### config.mk
export PLATFORM = sky130hd
export DESIGN_NAME = sha256_msg_sched
export DESIGN_NICKNAME = d
export VERILOG_FILES = /design/src/rtl/sha256_msg_sched.sv
export SDC_FILE = /design/constraint.sdc
export NUM_CORES = 1
export LEC_CHECK = 0
export ABC_AREA = 1
export CAP_MARGIN = 25
export CELL_PAD_IN_SITES_DETAIL_PLACEMENT = 0
export CELL_PAD_IN_SITES_GLOBAL_PLACEMENT = 1
export CORE_AREA = 2 2 268 270
export DETAILED_ROUTE_END_ITERATION = 10
export DIE_AREA = 0 0 270 272
export PLACE_DENSITY = 0.78
export SLEW_MARGIN = 20
export SYNTH_ARGS = -nofsm -noshare
export SYNTH_HDL_FRONTEND = slang
export SYNTH_SLANG_ARGS = --single-unit
### constraint.sdc
create_clock -name clk -period 4.3 [get_ports clk]
set_clock_uncertainty 0.05 [all_clocks]
set_input_delay 1.29 -clock clk [delete_from_list [all_inputs] [get_ports clk]]
set_output_delay 1.29 -clock clk [all_outputs]
set_load 0.05 [all_outputs]
### src/rtl/sha256_msg_sched.sv
// ============================================================================
// Module  : sha256_msg_sched
// Brief   : SHA-256 message schedule generator: 64 words W0..W63 per block
//           from a 16-word sliding window, streamed out with valid/ready.
//           Build option: MSG_SCHED_STALL_EN enables w_ready backpressure.
// Revision: 1.0 - initial release
// ============================================================================
`default_nettype none

module sha256_msg_sched (
    input  logic         clk,
    input  logic         rst_n,
    input  logic         load,
    input  logic [511:0] blk_in,
    output logic         ready,
    output logic [31:0]  w_out,
    output logic [5:0]   w_idx,
    output logic         w_valid,
    input  logic         w_ready,
    output logic         done
);

    typedef enum logic [0:0] {
        IDLE = 1'b0,
        RUN  = 1'b1
    } state_t;

    localparam logic [5:0] c_last_idx = 6'd63;

    state_t      r_state;
    logic [31:0] r_win [16];
    logic [5:0]  r_idx;
    logic        r_done;
    logic        w_xfer;
    logic [31:0] w_next_word;

    function automatic logic [31:0] f_sig0(input logic [31:0] x);
        return {x[6:0], x[31:7]} ^ {x[17:0], x[31:18]} ^ {3'b000, x[31:3]};
    endfunction

    function automatic logic [31:0] f_sig1(input logic [31:0] x);
        return {x[16:0], x[31:17]} ^ {x[18:0], x[31:19]} ^ {10'd0, x[31:10]};
    endfunction

`ifdef MSG_SCHED_STALL_EN
    assign w_xfer = (r_state == RUN) & w_ready;
`else
    // Consumer is assumed always ready; every valid cycle is a transfer.
    logic w_unused_ready;
    assign w_unused_ready = w_ready;
    assign w_xfer         = (r_state == RUN);
`endif

    assign w_next_word = f_sig1(r_win[14]) + r_win[9] + f_sig0(r_win[1]) + r_win[0];

    always_ff @(posedge clk or negedge rst_n) begin
        if (!rst_n) begin
            r_state <= IDLE;
            r_idx   <= 6'd0;
            r_done  <= 1'b0;
            for (int i = 0; i < 16; i++) begin
                r_win[i] <= 32'd0;
            end
        end else begin
            r_done <= 1'b0;
            case (r_state)
                IDLE: begin
                    if (load) begin
                        for (int i = 0; i < 16; i++) begin
                            r_win[i] <= blk_in[511 - 32*i -: 32];
                        end
                        r_idx   <= 6'd0;
                        r_state <= RUN;
                    end
                end
                RUN: begin
                    if (w_xfer) begin
                        for (int i = 0; i < 15; i++) begin
                            r_win[i] <= r_win[i+1];
                        end
                        r_win[15] <= w_next_word;
                        if (r_idx == c_last_idx) begin
                            r_idx   <= 6'd0;
                            r_done  <= 1'b1;
                            r_state <= IDLE;
                        end else begin
                            r_idx <= r_idx + 6'd1;
                        end
                    end
                end
                default: r_state <= IDLE;
            endcase
        end
    end

    assign ready   = (r_state == IDLE);
    assign w_valid = (r_state == RUN);
    assign w_out   = r_win[0];
    assign w_idx   = r_idx;
    assign done    = r_done;

endmodule

`default_nettype wire
==> Word-level counts from Yosys, hierarchy flattened <==
Index checks and enable logic that the tools add are counted.
{ "totals": {"register_bits": 520, "ram_bits": 0, "n_memories": 0, "out_inout_bits": 41, "in_bits": 516, "mem_bits_ro": 0, "latchBits": 0} }
{ "classes": {"magnitude_cmp": 0, "n_reduce_logical": 0, "n_bitwise": 5, "n_mul": 0, "eq_ne": 2, "shifts": 0, "add_sub_neg": 4, "div_mod_pow": 0, "mux": 10} }
{ "ops": {"columns": ["op", "count"], "rows": [
  ["one-hot mux 512 bit (2 select lines)", 1],
  ["two-way mux 512 bit", 1],
  ["adder 32 bit", 3],
  ["XOR 32 bit", 2],
  ["XOR 32 x 22 -> 32 bit", 1],
  ["XOR 32 x 29 -> 32 bit", 1],
  ["two-way mux 6 bit", 2],
  ["one-hot mux 6 bit (2 select lines)", 1],
  ["adder 6 x 1 -> 6 bit, second input constant", 1],
  ["== test 6 bit, second input constant", 1],
  ["two-way mux 1 bit", 4],
  ["inequality test 2 bit, second input constant", 1],
  ["one-hot mux 1 bit (2 select lines)", 1],
  ["NOT 1 bit", 1]
]} }

==> Logic depth before layout (Yosys ltp) <==
Gate-level depths: netlist of run 1.
{ "depth": {"depth_word": 6, "ltp_mapped": 20, "depth_no_buf": 19} }

==> Worst setup path before layout of run 1 <==
OpenSTA, ideal clock, no wires.
{ "synth_path": {"path_type": "register -> register", "startpoint": "reg r_win[43] in the netlist's numbering", "endpoint": "reg r_win[29] in the netlist's numbering", "arrival_time_ns": 3.205, "slack_ns": 0.928, "synth_period_minus_slack_ns": 3.372, "required_ns": 4.134, "stages_incl_launch_ff": 19, "cell_sequence": "dfrtp_1 > clkbuf_1 > xnor2_1 > xor2_1 > fa_1 > inv_1 > fa_1 > ha_1 > fa_1 > nand3_1 > nand3_1 > nand3_1 > nand3_1 > nand2_1 > nand2_1 > nand2_1 > nand3_1 > nand2_1 > nand2_1"} }
{ "synth_via": {"elab_chain_len": 6} }
{ "synth_rtl": {"columns": ["element", "line", "source"], "rows": [
  ["start, declared", "31", "logic [31:0] r_win [16];"],
  ["start signal, assigned by index", "70", "r_win[i] <= blk_in[511 - 32*i -: 32];"],
  ["start signal, assigned by index", "79", "r_win[i] <= r_win[i+1];"],
  ["XOR 32 bit", "42", "return {x[16:0], x[31:17]} ^ {x[18:0], x[31:19]} ^ {10'd0, x[31:10]};"],
  ["XOR 32 x 22 -> 32 bit *", "42", null],
  ["adder 32 bit * (3 in series)", "54", "assign w_next_word = f_sig1(r_win[14]) + r_win[9] + f_sig0(r_win[1]) + r_win[0];"],
  ["one-hot mux 512 bit (2 select lines) *", "66", "case (r_state)"]
]} }
Mark *: on every way between the ends. The rest lies on a longest branch, timed or not.
A chain may end at the register's enable or synchronous reset.

==> Worst setup path after layout of run 1 <==
{ "layout_path": {"startpoint": "reg r_win[52] in the netlist's numbering", "endpoint": "reg r_win[30] in the netlist's numbering"} }
Same word-level chain as after synthesis.

==> impl_summary.log, run 1 <==
INFO  metric status = completed
INFO  metric synthMostInstantiatedCell = sky130_fd_sc_hd__nand2_1
INFO  metric final-hold-violation-count = 0
INFO  metric yosysTopAreaCellShare = between 40% and 50%
INFO  metric yosys.cell_types.count = 32
INFO  metric ant_nets = 0
INFO  metric rsz0062_at_grt = no
INFO  metric setup_total_negative_slack = 0 ns
INFO  metric ff2ff_setup_slack = 0.17 ns
INFO  metric drt-initial-drc-count = between 2k and 2.5k
INFO  metric synth_area_leaders = sky130_fd_sc_hd__dfrtp_1 (48%), sky130_fd_sc_hd__nand2_1 (12%), sky130_fd_sc_hd__o211ai_1 (6.5%), sky130_fd_sc_hd__a22oi_1 (6.2%), sky130_fd_sc_hd__inv_1 (6.1%)
INFO  metric ctsRootBufferMaster = sky130_fd_sc_hd__clkbuf_16
INFO  metric synth_seq_area_share = 47.5%
INFO  metric synth-warning-count = 0
INFO  metric synthXorXnorAreaFrac = a little under 4%
INFO  metric first_pass_iters = 8
INFO  metric async_reset_ff_share = 100%
INFO  metric synthMuxAreaShare = 0%
INFO  metric post_cts_setup_repair_buffer_count = 0
INFO  metric floorplan.initialDensity = about two fifths
INFO  metric fp.dieArea = about 73000 um^2
INFO  metric worstSetupPathType = reg2reg
INFO  metric routed_vias = roughly 24k
INFO  metric yosys.area_share.adder = between 5 and 6%
INFO  metric synth-simple-area-share = between 10% and 20%
INFO  metric wire_length_of_the_first_global_routing_pass = 164 mm
INFO  metric syn_avg_cell_area = roughly 8.6 um^2
INFO  metric die_w = 270 um
INFO  metric critPathMaxFanout = 7
INFO  metric floorplan.core_area = approximately 71000 um^2
INFO  metric holdBufCountCts = 0
INFO  metric maxSlewViolCount = 0
INFO  metric tritoncts = built
INFO  metric area_fraction_in_compound_gates_after_synthesis = approximately 18%
INFO  metric cp.required = around 4.8 ns
INFO  metric clock_sinks = 520
INFO  metric grt_start_max_net_pins = about 170
INFO  metric synthCells = about 3.2k
INFO  metric resized_cells_post_cts = 0
INFO  metric worst_ep_arrival_time = approximately 4.6 ns
INFO  metric max-clock-path-buffers = 3
INFO  metric syn_area = 27400 um^2
INFO  metric postRouteWirelength = around 110 mm
INFO  metric min-delay-path-class = reg2reg
INFO  metric end_kind = flip-flop
INFO  metric slew_headroom = between 30% and 40%
INFO  metric mappedNetlistNets = 3784
INFO  metric grt.overflow.total = 0
INFO  metric yosys_most_used_dff = sky130_fd_sc_hd__dfrtp_1
INFO  metric cts.htree.levels = 2
INFO  metric count_of_final_setup_violators = 0
INFO  metric io_pins = about 560
INFO  metric wl_per_cell = between 20 and 25 um
INFO  metric drt_drc_violations_left = 0
INFO  metric grt_pass1_vias = roughly 24k
INFO  metric worstMarginPinSlew = between 0.9 and 1 ns
INFO  metric combinational_family_with_the_most_area_after_synthesis = compound AO/OA/AOI/OAI gates
INFO  metric synth_common_cells = sky130_fd_sc_hd__nand2_1 (850), sky130_fd_sc_hd__dfrtp_1 (520), sky130_fd_sc_hd__inv_1 (442), sky130_fd_sc_hd__o211ai_1 (236), sky130_fd_sc_hd__a22oi_1 (225)
INFO  metric placement.io_buffers = 555
INFO  metric synth_top_area_cell = sky130_fd_sc_hd__dfrtp_1
INFO  metric timing.final.crit_period = just over 4 ns
INFO  metric die_h = ~270 um
INFO  metric grt_antenna_before_repair = 38
INFO  metric ys_seq_elements = between 500 and 600
INFO  metric finalWeightedCongestion = 0.947
INFO  metric timing.critical_path.from_type = flip-flop
INFO  metric grt.total_usage = a little under a third
INFO  metric rows = 98
INFO  metric layout-area-overhead-vs-synth = 30.4%
INFO  metric cts.reportedPaths.clkPinSlew = around 0.06 ns
INFO  metric clock_insertion_delay_worst_skew = approximately 0.65 ns
INFO  metric drive_gt1_share = under 10%
INFO  metric fin_nets = 4203
INFO  metric tritoncts.num_buffers = 58
INFO  metric vias_per_cell = 5.24
INFO  metric achievable-frequency = about 240 MHz
INFO  metric maxCapViolations = 0
INFO  metric timing.final.crit_share = 96.0%
INFO  metric dp_hpwl = approximately 86 mm
INFO  metric synth-edff-count = 0
==> sequential cells by signal, summed over array words and instances, names as in the netlist <==
name and count:
w_idx 6, w_out 32, w_valid 1, r_win 480, done 1
==> cell families (layout without fill, tap and decap cells) <==
logic type      count (synthesis)  after routing
xor+xnor                      124            124
fa+ha+maj                      94             94
compound gates                729            729
other cells                     0             21
flops                         520            520
buf+inv                       690           1153
simple gates                 1017           1017
==> cell type report <==
cell class	instances	area, um^2
antenna	21	52.6
multi-input combinational	1964	11500
sequential	520	13000
clock inverter	21	258
tap	950	1190
timing repair buffer	605	6230
fill	6802	35100
inverter	444	1680
clock buffer	83	1720
==> per-stage QoR <==
stage | instance area [um^2] | instances | setup slack [ns] | util, % | hold WS (ns)
5_1_grt | 35700 | 4603 | 0.0490 | 50.4 | 0.458
2_1_floorplan | 27400 | 3174 | 0.928 | - | 0.399
3_3_place_gp | 33700 | 4483 | 0.246 | 47.6 | 0.416
3_5_place_dp | 33700 | 4483 | 0.225 | 47.6 | 0.416
4_1_cts | 35600 | 4587 | 0.209 | 50.4 | 0.432
6_report | 35700 | 4608 | 0.171 | 50.4 | 0.434
==> placed cells by master (no fill, tap or decap), types with 59 or more instances in the layout <==
cell / instances
sky130_fd_sc_hd__nand2_1: 850
sky130_fd_sc_hd__dfrtp_1: 519
sky130_fd_sc_hd__nand3_1: 79
sky130_fd_sc_hd__nor2_1: 70
sky130_fd_sc_hd__clkdlybuf4s50_1: 553
sky130_fd_sc_hd__a22oi_1: 225
sky130_fd_sc_hd__inv_1: 441
sky130_fd_sc_hd__fa_1: 62
sky130_fd_sc_hd__o211ai_1: 236
sky130_fd_sc_hd__o21ai_0: 180
sky130_fd_sc_hd__clkbuf_16: 59
sky130_fd_sc_hd__xnor2_1: 69
==> worst paths after layout <==
path / from / end / cells past startpoint
worst max-delay path: r_win[52]$_DFFE_PN0P_ / r_win[30]$_DFFE_PN0P_ / 17
worst min-delay path: r_win[26]$_DFFE_PN0P_ / r_win[26]$_DFFE_PN0P_ / 2
worst max register to register: r_win[52]$_DFFE_PN0P_ / r_win[30]$_DFFE_PN0P_ / 17
worst min register to register: r_win[26]$_DFFE_PN0P_ / r_win[26]$_DFFE_PN0P_ / 2
max in group asynchronous: rst_n / r_win[65]$_DFFE_PN0P_ / 2
min in group asynchronous: rst_n / r_win[473]$_DFFE_PN0P_ / 1
==> layer usage <==
layer | track usage (%) | part of all wire [%]
met3 | 7.05 | 7.5
met1 | 39.6 | 41
met2 | 49.5 | 47
met4 | 11.6 | 4.0
met5 | 0 | 0.24
==> worst max-delay path, stage by stage, from the launching register on <==
cell and delay [ns]:
sky130_fd_sc_hd__dfrtp_1 0.73, sky130_fd_sc_hd__xnor2_1 0.21, sky130_fd_sc_hd__xor2_1 0.48, sky130_fd_sc_hd__fa_1 0.50, sky130_fd_sc_hd__inv_1 0.08, sky130_fd_sc_hd__fa_1 0.41, sky130_fd_sc_hd__ha_1 0.41, sky130_fd_sc_hd__nand2_1 0.07
sky130_fd_sc_hd__nor2_1 0.12, sky130_fd_sc_hd__nand2_1 0.07, sky130_fd_sc_hd__nand3_1 0.11, sky130_fd_sc_hd__nand2_1 0.07, sky130_fd_sc_hd__nand2_1 0.20, sky130_fd_sc_hd__nand2_1 0.11, sky130_fd_sc_hd__nand3_1 0.10, sky130_fd_sc_hd__nand3_1 0.13
sky130_fd_sc_hd__nand2_1 0.12, sky130_fd_sc_hd__nand2_1 0.05
Power of run 1 is not shown: default switching activity piles up to over one toggle a cycle in this logic, so the estimate is an artifact.
==> inputs of run 2 (changes only) <==
--- a/config.mk
+++ b/config.mk
@@ -10,6 +10,7 @@
 export CELL_PAD_IN_SITES_DETAIL_PLACEMENT = 0
 export CELL_PAD_IN_SITES_GLOBAL_PLACEMENT = 1
 export CORE_AREA = 2 2 268 270
+export CTS_CLUSTER_SIZE = 20
 export DETAILED_ROUTE_END_ITERATION = 10
 export DIE_AREA = 0 0 270 272
 export PLACE_DENSITY = 0.78
==> results of run 2 <==
Same layout as run 1: the final DEF is identical, and so are final timing and power.
Power of run 2 is left out for the same reason.
